===== src/rtl/rv32_ctrl_pkg.sv =====
// Shared encodings for the multi-cycle RV32I controller: states, opcodes, mux selects.
// Latency: n/a (declarations only).
// Backpressure: n/a.
package rv32_ctrl_pkg;

  typedef enum logic [3:0] {
    S_FETCH    = 4'd0,
    S_DECODE   = 4'd1,
    S_MEMADR   = 4'd2,
    S_MEMREAD  = 4'd3,
    S_MEMWB    = 4'd4,
    S_MEMWRITE = 4'd5,
    S_EXECR    = 4'd6,
    S_EXECI    = 4'd7,
    S_ALUWB    = 4'd8,
    S_BRANCH   = 4'd9,
    S_JAL      = 4'd10,
    S_JALR     = 4'd11,
    S_LUI      = 4'd12,
    S_TRAP     = 4'd15
  } state_t;

  localparam logic [6:0] OP_LOAD   = 7'b0000011;
  localparam logic [6:0] OP_STORE  = 7'b0100011;
  localparam logic [6:0] OP_R      = 7'b0110011;
  localparam logic [6:0] OP_IMM    = 7'b0010011;
  localparam logic [6:0] OP_BRANCH = 7'b1100011;
  localparam logic [6:0] OP_JAL    = 7'b1101111;
  localparam logic [6:0] OP_JALR   = 7'b1100111;
  localparam logic [6:0] OP_LUI    = 7'b0110111;
  localparam logic [6:0] OP_AUIPC  = 7'b0010111;

  localparam logic [2:0] IMM_I = 3'b000;
  localparam logic [2:0] IMM_S = 3'b001;
  localparam logic [2:0] IMM_B = 3'b010;
  localparam logic [2:0] IMM_J = 3'b011;
  localparam logic [2:0] IMM_U = 3'b100;

  localparam logic [1:0] SRCA_PC    = 2'b00;
  localparam logic [1:0] SRCA_OLDPC = 2'b01;
  localparam logic [1:0] SRCA_RS1   = 2'b10;
  localparam logic [1:0] SRCA_ZERO  = 2'b11;

  localparam logic [1:0] SRCB_RS2  = 2'b00;
  localparam logic [1:0] SRCB_IMM  = 2'b01;
  localparam logic [1:0] SRCB_FOUR = 2'b10;

  localparam logic [1:0] ALU_ADD   = 2'b00;
  localparam logic [1:0] ALU_SUB   = 2'b01;
  localparam logic [1:0] ALU_FUNCT = 2'b10;

  localparam logic [1:0] RES_ALUOUT = 2'b00;
  localparam logic [1:0] RES_MEM    = 2'b01;
  localparam logic [1:0] RES_ALU    = 2'b10;

  // Every datapath control the FSM drives, bundled so reset gating is one mux.
  typedef struct packed {
    logic [2:0] imm_src;
    logic       pc_write;
    logic       ir_write;
    logic       adr_src;
    logic       mem_req;
    logic       mem_write;
    logic       reg_write;
    logic [1:0] alu_src_a;
    logic [1:0] alu_src_b;
    logic [1:0] alu_op;
    logic [1:0] result_src;
    logic       instr_retired;
    logic       illegal;
  } ctrl_t;

  function automatic logic [2:0] imm_of(input logic [6:0] op);
    case (op)
      OP_LOAD, OP_IMM, OP_JALR: imm_of = IMM_I;
      OP_STORE:                 imm_of = IMM_S;
      OP_BRANCH:                imm_of = IMM_B;
      OP_JAL:                   imm_of = IMM_J;
      OP_LUI, OP_AUIPC:         imm_of = IMM_U;
      default:                  imm_of = 3'b000;
    endcase
  endfunction

endpackage


===== src/rtl/branch_cond.sv =====
// Branch outcome from ALU compare flags and funct3.
// Latency: combinational.
// Backpressure: none.
// Ports: funct3/zero/lt/ltu in; taken = branch condition holds, bad_funct3 = 010/011.
module branch_cond (
  input  logic [2:0] funct3,
  input  logic       zero,
  input  logic       lt,
  input  logic       ltu,
  output logic       taken,
  output logic       bad_funct3
);

  always_comb begin
    taken      = 1'b0;
    bad_funct3 = 1'b0;
    case (funct3)
      3'b000:  taken = zero;
      3'b001:  taken = ~zero;
      3'b100:  taken = lt;
      3'b101:  taken = ~lt;
      3'b110:  taken = ltu;
      3'b111:  taken = ~ltu;
      default: bad_funct3 = 1'b1;
    endcase
  end

endmodule


===== src/rtl/multicycle_controller.sv =====
// Moore FSM sequencing a multi-cycle RV32I datapath (fetch/decode/execute/mem/writeback).
// Latency: 3-5 cycles per instruction with zero-wait memory; one state per cycle.
// Backpressure: FETCH/MEMREAD/MEMWRITE hold mem_req until mem_ready, stalling the FSM.
// Ports: op/funct3/funct7b5 from IR, zero/lt/ltu ALU flags, mem_ready handshake in;
//        mux selects, enables, mem_req/mem_write, instr_retired, illegal, state_o out.
module multicycle_controller
  import rv32_ctrl_pkg::*;
#(
  parameter logic [3:0] RESET_STATE = 4'd0
) (
  input  logic       clk,
  input  logic       rst_n,
  input  logic [6:0] op,
  input  logic [2:0] funct3,
  input  logic       funct7b5,
  input  logic       zero,
  input  logic       lt,
  input  logic       ltu,
  input  logic       mem_ready,
  output logic [2:0] imm_src,
  output logic       pc_write,
  output logic       ir_write,
  output logic       adr_src,
  output logic       mem_req,
  output logic       mem_write,
  output logic       reg_write,
  output logic [1:0] alu_src_a,
  output logic [1:0] alu_src_b,
  output logic [1:0] alu_op,
  output logic [1:0] result_src,
  output logic       instr_retired,
  output logic       illegal,
  output logic [3:0] state_o
);

  state_t state_q, state_d;
  ctrl_t  ctrl, ctrl_out;
  logic   taken, bad_funct3;

  // funct7b5 is consumed by the downstream ALU decoder, not by the sequencer.
  logic unused_funct7b5;
  assign unused_funct7b5 = funct7b5;

  branch_cond u_branch_cond (
    .funct3     (funct3),
    .zero       (zero),
    .lt         (lt),
    .ltu        (ltu),
    .taken      (taken),
    .bad_funct3 (bad_funct3)
  );

  always_ff @(posedge clk or negedge rst_n) begin
    if (!rst_n) state_q <= state_t'(RESET_STATE);
    else        state_q <= state_d;
  end

  always_comb begin
    ctrl    = '0;
    state_d = state_q;
    if (state_q != S_FETCH) ctrl.imm_src = imm_of(op);
    case (state_q)
      S_FETCH: begin
        ctrl.mem_req    = 1'b1;
        ctrl.adr_src    = 1'b0;
        ctrl.alu_src_a  = SRCA_PC;
        ctrl.alu_src_b  = SRCB_FOUR;
        ctrl.alu_op     = ALU_ADD;
        ctrl.result_src = RES_ALU;
        if (mem_ready) begin
          ctrl.ir_write = 1'b1;
          ctrl.pc_write = 1'b1;
          state_d       = S_DECODE;
        end
      end
      S_DECODE: begin
        // ALUOut <= oldPC + imm: the target for branch, JAL and AUIPC.
        ctrl.alu_src_a = SRCA_OLDPC;
        ctrl.alu_src_b = SRCB_IMM;
        ctrl.alu_op    = ALU_ADD;
        case (op)
          OP_LOAD, OP_STORE: state_d = S_MEMADR;
          OP_R:              state_d = S_EXECR;
          OP_IMM:            state_d = S_EXECI;
          OP_BRANCH:         state_d = S_BRANCH;
          OP_JAL:            state_d = S_JAL;
          OP_JALR:           state_d = S_JALR;
          OP_LUI:            state_d = S_LUI;
          OP_AUIPC:          state_d = S_ALUWB;
          default:           state_d = S_TRAP;
        endcase
      end
      S_MEMADR: begin
        ctrl.alu_src_a = SRCA_RS1;
        ctrl.alu_src_b = SRCB_IMM;
        ctrl.alu_op    = ALU_ADD;
        state_d        = (op == OP_LOAD) ? S_MEMREAD : S_MEMWRITE;
      end
      S_MEMREAD: begin
        ctrl.mem_req = 1'b1;
        ctrl.adr_src = 1'b1;
        if (mem_ready) state_d = S_MEMWB;
      end
      S_MEMWB: begin
        ctrl.reg_write     = 1'b1;
        ctrl.result_src    = RES_MEM;
        ctrl.instr_retired = 1'b1;
        state_d            = S_FETCH;
      end
      S_MEMWRITE: begin
        ctrl.mem_req   = 1'b1;
        ctrl.mem_write = 1'b1;
        ctrl.adr_src   = 1'b1;
        if (mem_ready) begin
          ctrl.instr_retired = 1'b1;
          state_d            = S_FETCH;
        end
      end
      S_EXECR: begin
        ctrl.alu_src_a = SRCA_RS1;
        ctrl.alu_src_b = SRCB_RS2;
        ctrl.alu_op    = ALU_FUNCT;
        state_d        = S_ALUWB;
      end
      S_EXECI: begin
        ctrl.alu_src_a = SRCA_RS1;
        ctrl.alu_src_b = SRCB_IMM;
        ctrl.alu_op    = ALU_FUNCT;
        state_d        = S_ALUWB;
      end
      S_LUI: begin
        ctrl.alu_src_a = SRCA_ZERO;
        ctrl.alu_src_b = SRCB_IMM;
        ctrl.alu_op    = ALU_ADD;
        state_d        = S_ALUWB;
      end
      S_ALUWB: begin
        ctrl.reg_write     = 1'b1;
        ctrl.result_src    = RES_ALUOUT;
        ctrl.instr_retired = 1'b1;
        state_d            = S_FETCH;
      end
      S_BRANCH: begin
        ctrl.alu_src_a  = SRCA_RS1;
        ctrl.alu_src_b  = SRCB_RS2;
        ctrl.alu_op     = ALU_SUB;
        ctrl.result_src = RES_ALUOUT;
        if (bad_funct3) begin
          state_d = S_TRAP;
        end else begin
          ctrl.pc_write      = taken;
          ctrl.instr_retired = 1'b1;
          state_d            = S_FETCH;
        end
      end
      S_JALR: begin
        // Overwrites ALUOut with rs1+imm, then shares the JAL state.
        ctrl.alu_src_a = SRCA_RS1;
        ctrl.alu_src_b = SRCB_IMM;
        ctrl.alu_op    = ALU_ADD;
        state_d        = S_JAL;
      end
      S_JAL: begin
        // PC takes the target from ALUOut while the ALU forms oldPC+4 as link value.
        ctrl.pc_write   = 1'b1;
        ctrl.result_src = RES_ALUOUT;
        ctrl.alu_src_a  = SRCA_OLDPC;
        ctrl.alu_src_b  = SRCB_FOUR;
        ctrl.alu_op     = ALU_ADD;
        state_d         = S_ALUWB;
      end
      S_TRAP: begin
        ctrl.illegal = 1'b1;
      end
      default: state_d = S_TRAP;
    endcase
  end

  // Outputs are held at zero while reset is asserted, so an in-flight
  // memory request is withdrawn the moment rst_n falls.
  assign ctrl_out      = rst_n ? ctrl : '0;
  assign imm_src       = ctrl_out.imm_src;
  assign pc_write      = ctrl_out.pc_write;
  assign ir_write      = ctrl_out.ir_write;
  assign adr_src       = ctrl_out.adr_src;
  assign mem_req       = ctrl_out.mem_req;
  assign mem_write     = ctrl_out.mem_write;
  assign reg_write     = ctrl_out.reg_write;
  assign alu_src_a     = ctrl_out.alu_src_a;
  assign alu_src_b     = ctrl_out.alu_src_b;
  assign alu_op        = ctrl_out.alu_op;
  assign result_src    = ctrl_out.result_src;
  assign instr_retired = ctrl_out.instr_retired;
  assign illegal       = ctrl_out.illegal;
  assign state_o       = rst_n ? state_q : 4'd0;

endmodule


===== config.mk =====
export PLATFORM = sky130hd
export DESIGN_NAME = multicycle_controller
export DESIGN_NICKNAME = d
export VERILOG_FILES = /design/src/rtl/rv32_ctrl_pkg.sv /design/src/rtl/branch_cond.sv /design/src/rtl/multicycle_controller.sv
export SDC_FILE = /design/constraint.sdc
export NUM_CORES = 1
export LEC_CHECK = 0
export CAP_MARGIN = 20
export CELL_PAD_IN_SITES_DETAIL_PLACEMENT = 0
export CELL_PAD_IN_SITES_GLOBAL_PLACEMENT = 1
export CORE_MARGIN = 2
export CORE_UTILIZATION = 28
export CTS_BUF_LIST = sky130_fd_sc_hd__clkbuf_2 sky130_fd_sc_hd__clkbuf_4 sky130_fd_sc_hd__clkbuf_8
export DETAILED_ROUTE_END_ITERATION = 7
export HOLD_SLACK_MARGIN = 0.08
export PLACE_DENSITY = 0.8
export SYNTH_ARGS = -nofsm -noshare
export SYNTH_HDL_FRONTEND = slang
export SYNTH_SLANG_ARGS = --single-unit

===== constraint.sdc =====
create_clock -name clk -period 2.1 [get_ports clk]
set_clock_uncertainty 0.15 [all_clocks]
set_input_delay 0.42 -clock clk [delete_from_list [all_inputs] [get_ports clk]]
set_output_delay 0.42 -clock clk [all_outputs]
set_load 0.1 [all_outputs]

==> results of run 1 <==
==> cell families after synthesis <==
family | share of synthesized area, %
and+or+nand+nor | 41.5
AOI/OAI and AO/OA | 28.4
DFF | 11.6
xor gates and xnor gates | 7.11
muxes | 1.16
buffers and inverters | 10.2
==> per-stage QoR <==
step / cell area (sq um) / cells / TNS [ns] / hold slack (ns)
4_1_cts: 2110 / 247 / -0.832 / 0.188
3_3_place_gp: 2010 / 238 / -3.48 / 0.693
5_1_grt: 2300 / 259 / -1.49 / 0.189
3_5_place_dp: 2010 / 238 / -4.01 / 0.697
2_1_floorplan: 1150 / 137 / -1.97 / -0.0256
6_report: 2300 / 259 / -1.01 / 0.176
==> worst paths after layout <==
kind | endpoint | cells past startpoint | slack (ns)
hold reg to reg | state_q[0] | 3 | 0.65
hold / removal | state_q[2] | 3 | 0.18
setup / recovery | instr_retired | 6 | -0.18
max in group asynchronous | state_q[0] | 4 | 1.43
min in group clk | state_q[0] | 4 | 0.58
setup reg to reg | state_q[2] | 6 | 0.13
==> tightest hold or removal path, stage by stage <==
cell and delay, ns:
dlygate4sd2_1 0.21, buf_6 0.13, buf_4 0.15
==> cell type report <==
| type | count | area share [%] |
|---|---|---|
| Timing Repair Buffer | 98 | 48.1 |
| Multi-Input combinational cell | 113 | 42.8 |
| Sequential cell | 4 | 4.57 |
| Tap cell | 33 | 1.79 |
| Inverter | 8 | 1.74 |
| Clock buffer | 3 | 0.979 |
==> power groups by stage <==
stage | clock [uW] | sequential [uW] | combinational [uW]
after floorplan | 0 | 155 | 1800
after CTS | 108 | 210 | 2730
after global routing | 113 | 219 | 3250
after detailed placement | 0 | 220 | 2630
after global placement | 0 | 219 | 2590
final | 109 | 214 | 3120
==> synthesized netlist by cell type <==
cell       count  area (sq um)
nand2_1       17          63.8
o21ai_0       12          60.1
nor2_1        10          37.5
inv_1          8          30.0
nor3_1         8          40.0
and2_1         7          43.8
a21oi_1        6          30.0
buf_2          6          30.0
nor2b_1        6          37.5
clkbuf_1       4          15.0
dfrtp_1        4           100
xnor2_1        4          35.0
a31oi_1        3          18.8
nand2b_1       3          18.8
nand3_1        3          15.0
nor4_1         3          18.8
or3_1          3          18.8
xor2_1         3          26.3
a22oi_1        2          15.0
and3_1         2          12.5
o31ai_1        2          15.0
o32ai_1        2          17.5
a2111oi_0      1          8.76
a211oi_1       1          7.51
a21boi_0       1          7.51
buf_4          1          7.51
clkbuf_2       1          5.00
mux2i_1        1          10.0
nand3b_4       1          20.0
nand4_1        1          6.26
nor4_2         1          12.5
o2111ai_1      1          8.76
o211ai_1       1          7.51
o21ai_1        1          5.00
o221a_2        1          11.3
o221ai_1       1          8.76
o22a_1         1          8.76
o22ai_1        1          6.26
o311ai_0       1          8.76
or2_1          1          6.26
or2_2          1          6.26
==> routing by layer <==
layer / part of all wire [%] / vias to the layer above / GRT usage, % / wire length, um
met5: 0 / - / 0 / 0
met4: 3.2 / 0 / 7.14 / 133
li1: - / 673 / - / -
met2: 55 / 81 / 42.5 / 2280
met1: 35 / 672 / 23.1 / 1430
met3: 7.1 / 17 / 3.49 / 292
==> timing repair <==
item / 4_1_cts / 5_1_grt
hold endpoints to repair: 0 / 0
pin swaps: 9 / 7
endpoints found under the setup margin: 23 / 17
resized for setup: 39 / 28
setup buffers: 7 / 12
==> impl_metrics.toml, run 1 <==
[synth]
syn_inst = 137
synth.avg_cell_area_sq_um = 6.29
yosysSeqAreaShare_pct = 11.6
yosysWarningCount = 0
syn_nets = 154
synthDistinctLibCells = 41
synth-seq-cells = 4
netlist_area_sq_um = 862

[global_routing]
grt_pass1_vias = 1322
antenna_found_initial = 0
grt_max_degree = 19
grt_pass1_wl_mm = 5.87
grt-ovfl-total = 0
gr-usage-all-layers_pct = 21.8

[pwr]
p_clk_share_pct = 3.2
power_switching_uw = 1900
seq_power_share_pct = 6.2
peakVddDrop_uv = 535
p_per_area_mw_per_mm2 = 1500
power_uw = 3440
p_sw_share_pct = 55.3
p_int_uw = 1540
comb_power_share_pct = 90.6
p_leak_uw = 0.000994

[cts]
clockBufferDepth = 2
cts_hold_buf = 0
cts_sinks = 4
cts_buffers = 3
cts_root_buf = "clkbuf_4"
cts_tree = "built"
clk_pin_slew_ns = 0.04
clk_latency_ns = 0.25
cts.htree.levels = 1

[finish]
final_util_pct = 77.3
multiInputGateArea_sq_um = 985
regMostFlops = "state_q"
largestRegisters = "state_q: 4 flops"
regArea_sq_um = 105
area_growth_pct = 167
fill_cells = 208
layout_common_cells = "buf_4 (49), buf_12 (25), nand2_1 (10), o21ai_0 (10), buf_6 (9)"
mostFrequentLayoutCell = "buf_4"
final_nets = 245
n_antenna_cell = 0
largest_reg_flops = 4
drive_gt1_share_pct = 62.4

[placed_design]
pre_cts_ws_ns = -0.430
io_buffer_count = 38
gp_congestion = 0.885
dp_hpwl_mm = 2.84

[critical_path]
crit_type = "flop to output pin"
r2r-start = "state_q[0]"
critPathSlowestCell = "dfrtp_2"
start_kind = "flop"
cp.arrival_ns = 1.71
critPathMaxFanout = 5
end_kind = "output pin"
path_delay_family = "flip-flops"
cp.required_ns = 1.53
crit_chain = "buf_4 > xnor2_2 > o21ai_0 > nand3_1 > o21ai_4 > buf_12"
cp_slowest_stage_delay_ns = 0.45
critPathBufInv = 2
cp-startpoint = "state_q[2]"

[floorplanning]
die_h_um = 59.5
fp.coreArea_sq_mm = 0.00298
rows = 20
dieWidth_um = 59.5
pin_count = 40
dieArea_sq_mm = 0.00354
start_util_pct = 28.9

[drt]
route.detailed.drc = 0
wire_per_inst_um = 16.0
drtAntennaViolNets = 0
via_per_inst = 5.57
dr.pass1.iters = 5
vias = 1443
routed_wl_mm = 4.14
drtIter0Drc = 47

[run]
cap_violations = 0

[sta]
drv_slew = 0
relSlewSlack_pct = 73.0
rsz0062_at_grt = "yes"
timing.fmax_mhz = 438
worstMarginPinSlew_ns = 0.399
min_period_over_period_pct = 109
setup_viol = 13
hold_viol_final = 0
worst_slack_ns = -0.184
finalCriticalPeriod_ns = 2.28

[worst_hold_path]
hold_class = "primary input to asynchronous set/reset pin"

[outcome]
violations = "negative setup slack"
status = "complete, but fails checks"
Note: power is estimated with default switching activity, not from simulation.
==> run 2: changes to the inputs <==
--- a/config.mk
+++ b/config.mk
@@ -8,7 +8,7 @@
 export CAP_MARGIN = 20
 export CELL_PAD_IN_SITES_DETAIL_PLACEMENT = 0
 export CELL_PAD_IN_SITES_GLOBAL_PLACEMENT = 1
-export CORE_MARGIN = 2
+export CORE_MARGIN = 3
 export CORE_UTILIZATION = 28
 export CTS_BUF_LIST = sky130_fd_sc_hd__clkbuf_2 sky130_fd_sc_hd__clkbuf_4 sky130_fd_sc_hd__clkbuf_8
 export DETAILED_ROUTE_END_ITERATION = 7
==> constraint.sdc (replaced) <==
create_clock -name clk -period 2.59 [get_ports clk]
set_clock_uncertainty 0.15 [all_clocks]
set_input_delay 0.518 -clock clk [delete_from_list [all_inputs] [get_ports clk]]
set_output_delay 0.518 -clock clk [all_outputs]
set_load 0.1 [all_outputs]
==> run 2 against run 1 <==
The flow now finishes without violations. Non-clock buffer count decreased by 34. Sequential share of layout area increased by 0.98 points. Via count decreased by 16%. Worst setup slack improved by 0.26 ns. Wire length decreased by 25%. Count of clock-buffer cells in the layout unchanged. Sequential cell count unchanged. Final area decreased by 20%. Power decreased by 37%. Global-route usage decreased by 4.5 points. Clock power decreased by 28%. Largest cell class is now multi-input gates. Largest power group unchanged. Highest routed layer unchanged.
==> impl_metrics.toml, run 2 (synthesis gave the netlist of run 1 again) <==
[finish]
layout_common_cells = "buf_4 (24), buf_12 (23), nand2_1 (16)"
n_antenna_cell = 0
finalNonFillerCells = 223
final_nets = 211
final_util_pct = 64.9
regMostFlops = "state_q"
largest_reg_flops = 4
area_growth_pct = 115
mostFrequentLayoutCell = "buf_4"
largestRegisters = "state_q: 4 flops"
drive_gt1_share_pct = 40.1

[cts]
clockBufferDepth = 2
cts_buffers = 3
cts.htree.levels = 1
cts_sinks = 4
clk_latency_ns = 0.23
clk_pin_slew_ns = 0.04
cts_tree = "built"
cts_root_buf = "clkbuf_4"

[drt]
vias = 1212
via_per_inst = 5.43
route.detailed.drc = 0
drtIter0Drc = 28
routed_wl_mm = 3.10
wire_per_inst_um = 13.9
dr.pass1.iters = 4
drtAntennaViolNets = 0

[critical_path]
r2r-end = "state_q[2]"
r2r_slack_ns = 0.57
cp.required_ns = 1.92
end_kind = "output pin"
cp_slowest_stage_delay_ns = 0.41
crit_type = "primary input to output pin"
start_kind = "primary input"
critPathBufInv = 2
critPathMaxFanout = 1
path_depth = 7
path_delay_family = "buffers and inverters"
ff2ff_path_depth = 6
cp.arrival_ns = 1.84
r2r-start = "state_q[0]"
crit_chain = "clkdlybuf4s50_1 > mux2i_1 > xor2_1 > nor2_1 > a31oi_2 > o32ai_4 > buf_12"
critPathSlowestCell = "clkdlybuf4s50_1"

[global_routing]
grt_pass1_wl_mm = 5.06
grt-ovfl-total = 0
grt_max_degree = 19
grt_pass1_vias = 1126
antenna_found_initial = 0
gr-usage-all-layers_pct = 17.2

[floorplanning]
rows = 19
die_h_um = 61.5
pin_count = 40
dieArea_sq_mm = 0.00378
start_util_pct = 30.2
fp.coreArea_sq_mm = 0.00285
dieWidth_um = 61.5

[sta]
rsz0062_at_grt = "no"
timing.fmax_mhz = 398
finalCriticalPeriod_ns = 2.51
min_period_over_period_pct = 96.9
relSlewSlack_pct = 77.0
hold_viol_final = 0
hold_slack_ns = 0.355
worstMarginPinSlew_ns = 0.345
drv_slew = 0
setup_viol = 0
worst_slack_ns = 0.0804

[pwr]
power_uw = 2160
peakVddDrop_uv = 347
p_per_area_mw_per_mm2 = 1160
p_leak_uw = 0.000768

[worst_hold_path]
hold_class = "primary input to asynchronous set/reset pin"

[placed_design]
gp_congestion = 0.871
pre_cts_ws_ns = -0.0997
dp_hpwl_mm = 2.56
dp_cells = 219
io_buffer_count = 38

[outcome]
status = "finished, final reports clean"

[run]
cap_violations = 0
## run 2: changes by cell type in the layout (fill, tap and decap cells not counted), moves of 3 or more
cell and delta:
nor2_1 +3, buf_6 -7, clkdlybuf4s50_1 +8, buf_4 -25, nand2b_1 +3, nand2_1 +6, nand2_4 -5, nand2b_4 -3
nor2_4 -4, and2_4 -4, dlygate4sd2_1 -5, inv_1 +3
## run 2: worst max path at each step
stage              start         end
2_1_floorplan      op[6]  imm_src[0]
3_3_place_gp       op[3]  imm_src[0]
3_5_place_dp   funct3[2]    pc_write
4_1_cts            op[3]  imm_src[0]
5_1_grt               lt    pc_write
6_report              lt    pc_write
## run 2: final cells by class
type / count / area (sq um)
fill: 259 / 1000
multi-input combinational: 113 / 838
timing repair buffer: 64 / 815
sequential: 4 / 103
tap: 31 / 38.8
inverter: 8 / 33.8
clock buffer: 3 / 22.5
## run 2: what timing repair did
item | in CTS | in global routing
gates cloned | 0 | 0
pin swaps | 6 | 1
buffers inserted | 1 | 0
hold buffers | 0 | 0
hold endpoints to repair | 0 | 0
endpoints found under the setup margin | 6 | 4
gates resized for setup | 9 | 3
## run 2: worst min-delay path, cell delays in order
cell and delay (ns):
dlygate4sd2_1 0.24, buf_4 0.16, buf_4 0.15
## run 2: per-stage QoR
stage	cell area, sq um	TNS (ns)
global placement	1790	-0.192
finish	1850	0
CTS	1840	0
floorplan	1030	-0.407
detailed placement	1790	-0.281
global route	1850	0
## run 2: metal layers
metal | part of all wire [%] | vias to the layer above | track usage [%]
met1 | 40 | 553 | 20.7
met3 | 6.2 | 2 | 1.89
li1 | - | 602 | -
met2 | 53 | 55 | 31.5
met5 | 0 | - | 0
met4 | 0.74 | 0 | 5.45
## run 2: power breakdown
group          total [uW]  switching (uW)  internal, uW
combinational        1890            1180           713
clock                78.2            26.3          51.9
sequential            186            88.7          97.2
total                2160            1290           862
==> run 3: changes to the inputs <==
--- a/config.mk
+++ b/config.mk
@@ -5,6 +5,7 @@
 export SDC_FILE = /design/constraint.sdc
 export NUM_CORES = 1
 export LEC_CHECK = 0
+export ABC_CLOCK_PERIOD_IN_PS = 2810
 export CAP_MARGIN = 20
 export CELL_PAD_IN_SITES_DETAIL_PLACEMENT = 0
 export CELL_PAD_IN_SITES_GLOBAL_PLACEMENT = 1
@@ -14,6 +15,7 @@
 export DETAILED_ROUTE_END_ITERATION = 7
 export HOLD_SLACK_MARGIN = 0.08
 export PLACE_DENSITY = 0.8
+export SETUP_SLACK_MARGIN = 0.2
 export SYNTH_ARGS = -nofsm -noshare
 export SYNTH_HDL_FRONTEND = slang
 export SYNTH_SLANG_ARGS = --single-unit
==> constraint.sdc (replaced) <==
create_clock -name clk -period 2.81 [get_ports clk]
set_clock_uncertainty 0.15 [all_clocks]
set_input_delay 0.562 -clock clk [delete_from_list [all_inputs] [get_ports clk]]
set_output_delay 0.562 -clock clk [all_outputs]
set_load 0.1 [all_outputs]
==> run 3 against run 2 <==
Power is 9.0% lower. Combinational power is 10% lower. First-iteration DRC count decreased by 3.6%. Clock power fell by 11%.
==> impl_metrics.toml, run 3 (synthesis gave the netlist of run 1 again) <==
[outcome]
status = "finished, final reports clean"

[global_routing]
grt-ovfl-total = 0
grt_max_degree = 18
antenna_found_initial = 0
gr-usage-all-layers_pct = 17.1
grt_pass1_wl_mm = 5.02
grt_pass1_vias = 1115

[sta]
setup_viol = 0
timing.fmax_mhz = 391
worstMarginPinSlew_ns = 0.352
hold_viol_final = 0
rsz0062_at_grt = "yes"
finalCriticalPeriod_ns = 2.56
drv_slew = 0
relSlewSlack_pct = 76.6
min_period_over_period_pct = 91.1

[worst_hold_path]
hold_class = "primary input to asynchronous set/reset pin"

[cts]
cts_tree = "built"
clk_pin_slew_ns = 0.04
cts_buffers = 3
clockBufferDepth = 2
clk_latency_ns = 0.23
cts_hold_buf = 0
cts.htree.levels = 1
cts_sinks = 4
cts_root_buf = "clkbuf_4"

[drt]
routed_wl_mm = 3.01
route.detailed.drc = 0
dr.pass1.iters = 4
vias = 1172
drtIter0Drc = 27
drtAntennaViolNets = 0
via_per_inst = 5.50
wire_per_inst_um = 14.1

[pwr]
peakVddDrop_uv = 319
p_per_area_mw_per_mm2 = 1100
power_uw = 1960
p_leak_uw = 0.000734

[placed_design]
gp_congestion = 0.839
post_dp_cell_area_sq_mm = 0.00170
dp_cells = 207
io_buffer_count = 38
dp_hpwl_mm = 2.49

[floorplanning]
pin_count = 40
start_util_pct = 30.2
rows = 19
dieWidth_um = 61.5
die_h_um = 61.5
fp.coreArea_sq_mm = 0.00285
dieArea_sq_mm = 0.00378

[critical_path]
start_kind = "primary input"
cp.required_ns = 2.10
end_kind = "output pin"
cp.arrival_ns = 1.85
critPathMaxFanout = 3
crit_type = "primary input to output pin"

[finish]
layout_common_cells = "buf_12 (23), nand2_1 (15), buf_4 (15)"
largestRegisters = "state_q: 4 flops"
drive_gt1_share_pct = 39.0
regMostFlops = "state_q"
design_area_sq_mm = 0.00179
mostFrequentLayoutCell = "buf_12"
area_growth_pct = 107
n_antenna_cell = 0
finalNonFillerCells = 213
largest_reg_flops = 4
final_nets = 201

[run]
cap_violations = 0
## run 3: cell count changes in the layout (fill, tap and decap cells not counted), sizes merged
| cell | before | now |
|---|---|---|
| clkdlybuf4s50 | 10 | 7 |
| dlygate4sd2 | 3 | 5 |
| buf | 49 | 39 |
| dlymetal6s2s | 2 | 3 |
## run 3: worst max-delay path, stage by stage
cell and delay (ns):
clkdlybuf4s50_1 0.56, nand2_2 0.14, a2111oi_4 0.35, buf_12 0.22
## run 3: cell type report
type / count / area [sq um]
multi-input combinational: 113 / 855
timing repair buffer: 54 / 736
tap: 31 / 38.8
inverter: 8 / 33.8
fill: 253 / 1060
clock buffer: 3 / 22.5
sequential: 4 / 103
## run 3: where the power goes
group	internal [uW]	total (uW)	switching, uW
Sequential	89.2	191	102
Combinational	632	1700	1070
Clock	47.7	69.6	21.9
## run 3: metal layers
layer	part of all wire, %	wire [um]	global-route usage, %	up-vias
li1	-	-	-	584
met1	40	1200	21.5	554
met2	56	1690	31.5	32
met3	3.4	103	1.05	2
met4	0.27	8	3.64	0
met5	0	0	0	-
## run 3: what timing repair did
item / CTS / global route
endpoints found under the setup margin: 8 / 6
resized for setup: 12 / 7
buffers inserted: 3 / 0
pin swaps: 3 / 4
## run 3: path summary, 6_finish.rpt
check                                   to  startpoint  slack (ns)  cells after the start
worst max-delay path            imm_src[0]       op[1]        0.25                      4
worst min-delay path            state_q[3]       rst_n        0.48                      4
worst max register to register  state_q[2]  state_q[0]        0.77                      6
worst min register to register  state_q[1]  state_q[3]        0.62                      2
max in group asynchronous       state_q[2]       rst_n        1.91                      4
min in group clk                state_q[1]  state_q[3]        0.62                      2
## run 3: stage by stage
stage	utilization [%]	hold WS, ns	setup WS, ns	TNS (ns)
floorplan	-	0.116	-0.135	-0.135
global placement	59.7	0.627	0.0531	0
detailed placement	59.7	0.601	0.0172	0
CTS	62.1	0.475	0.203	0
global route	62.7	0.496	0.195	0
finish	62.7	0.484	0.250	0
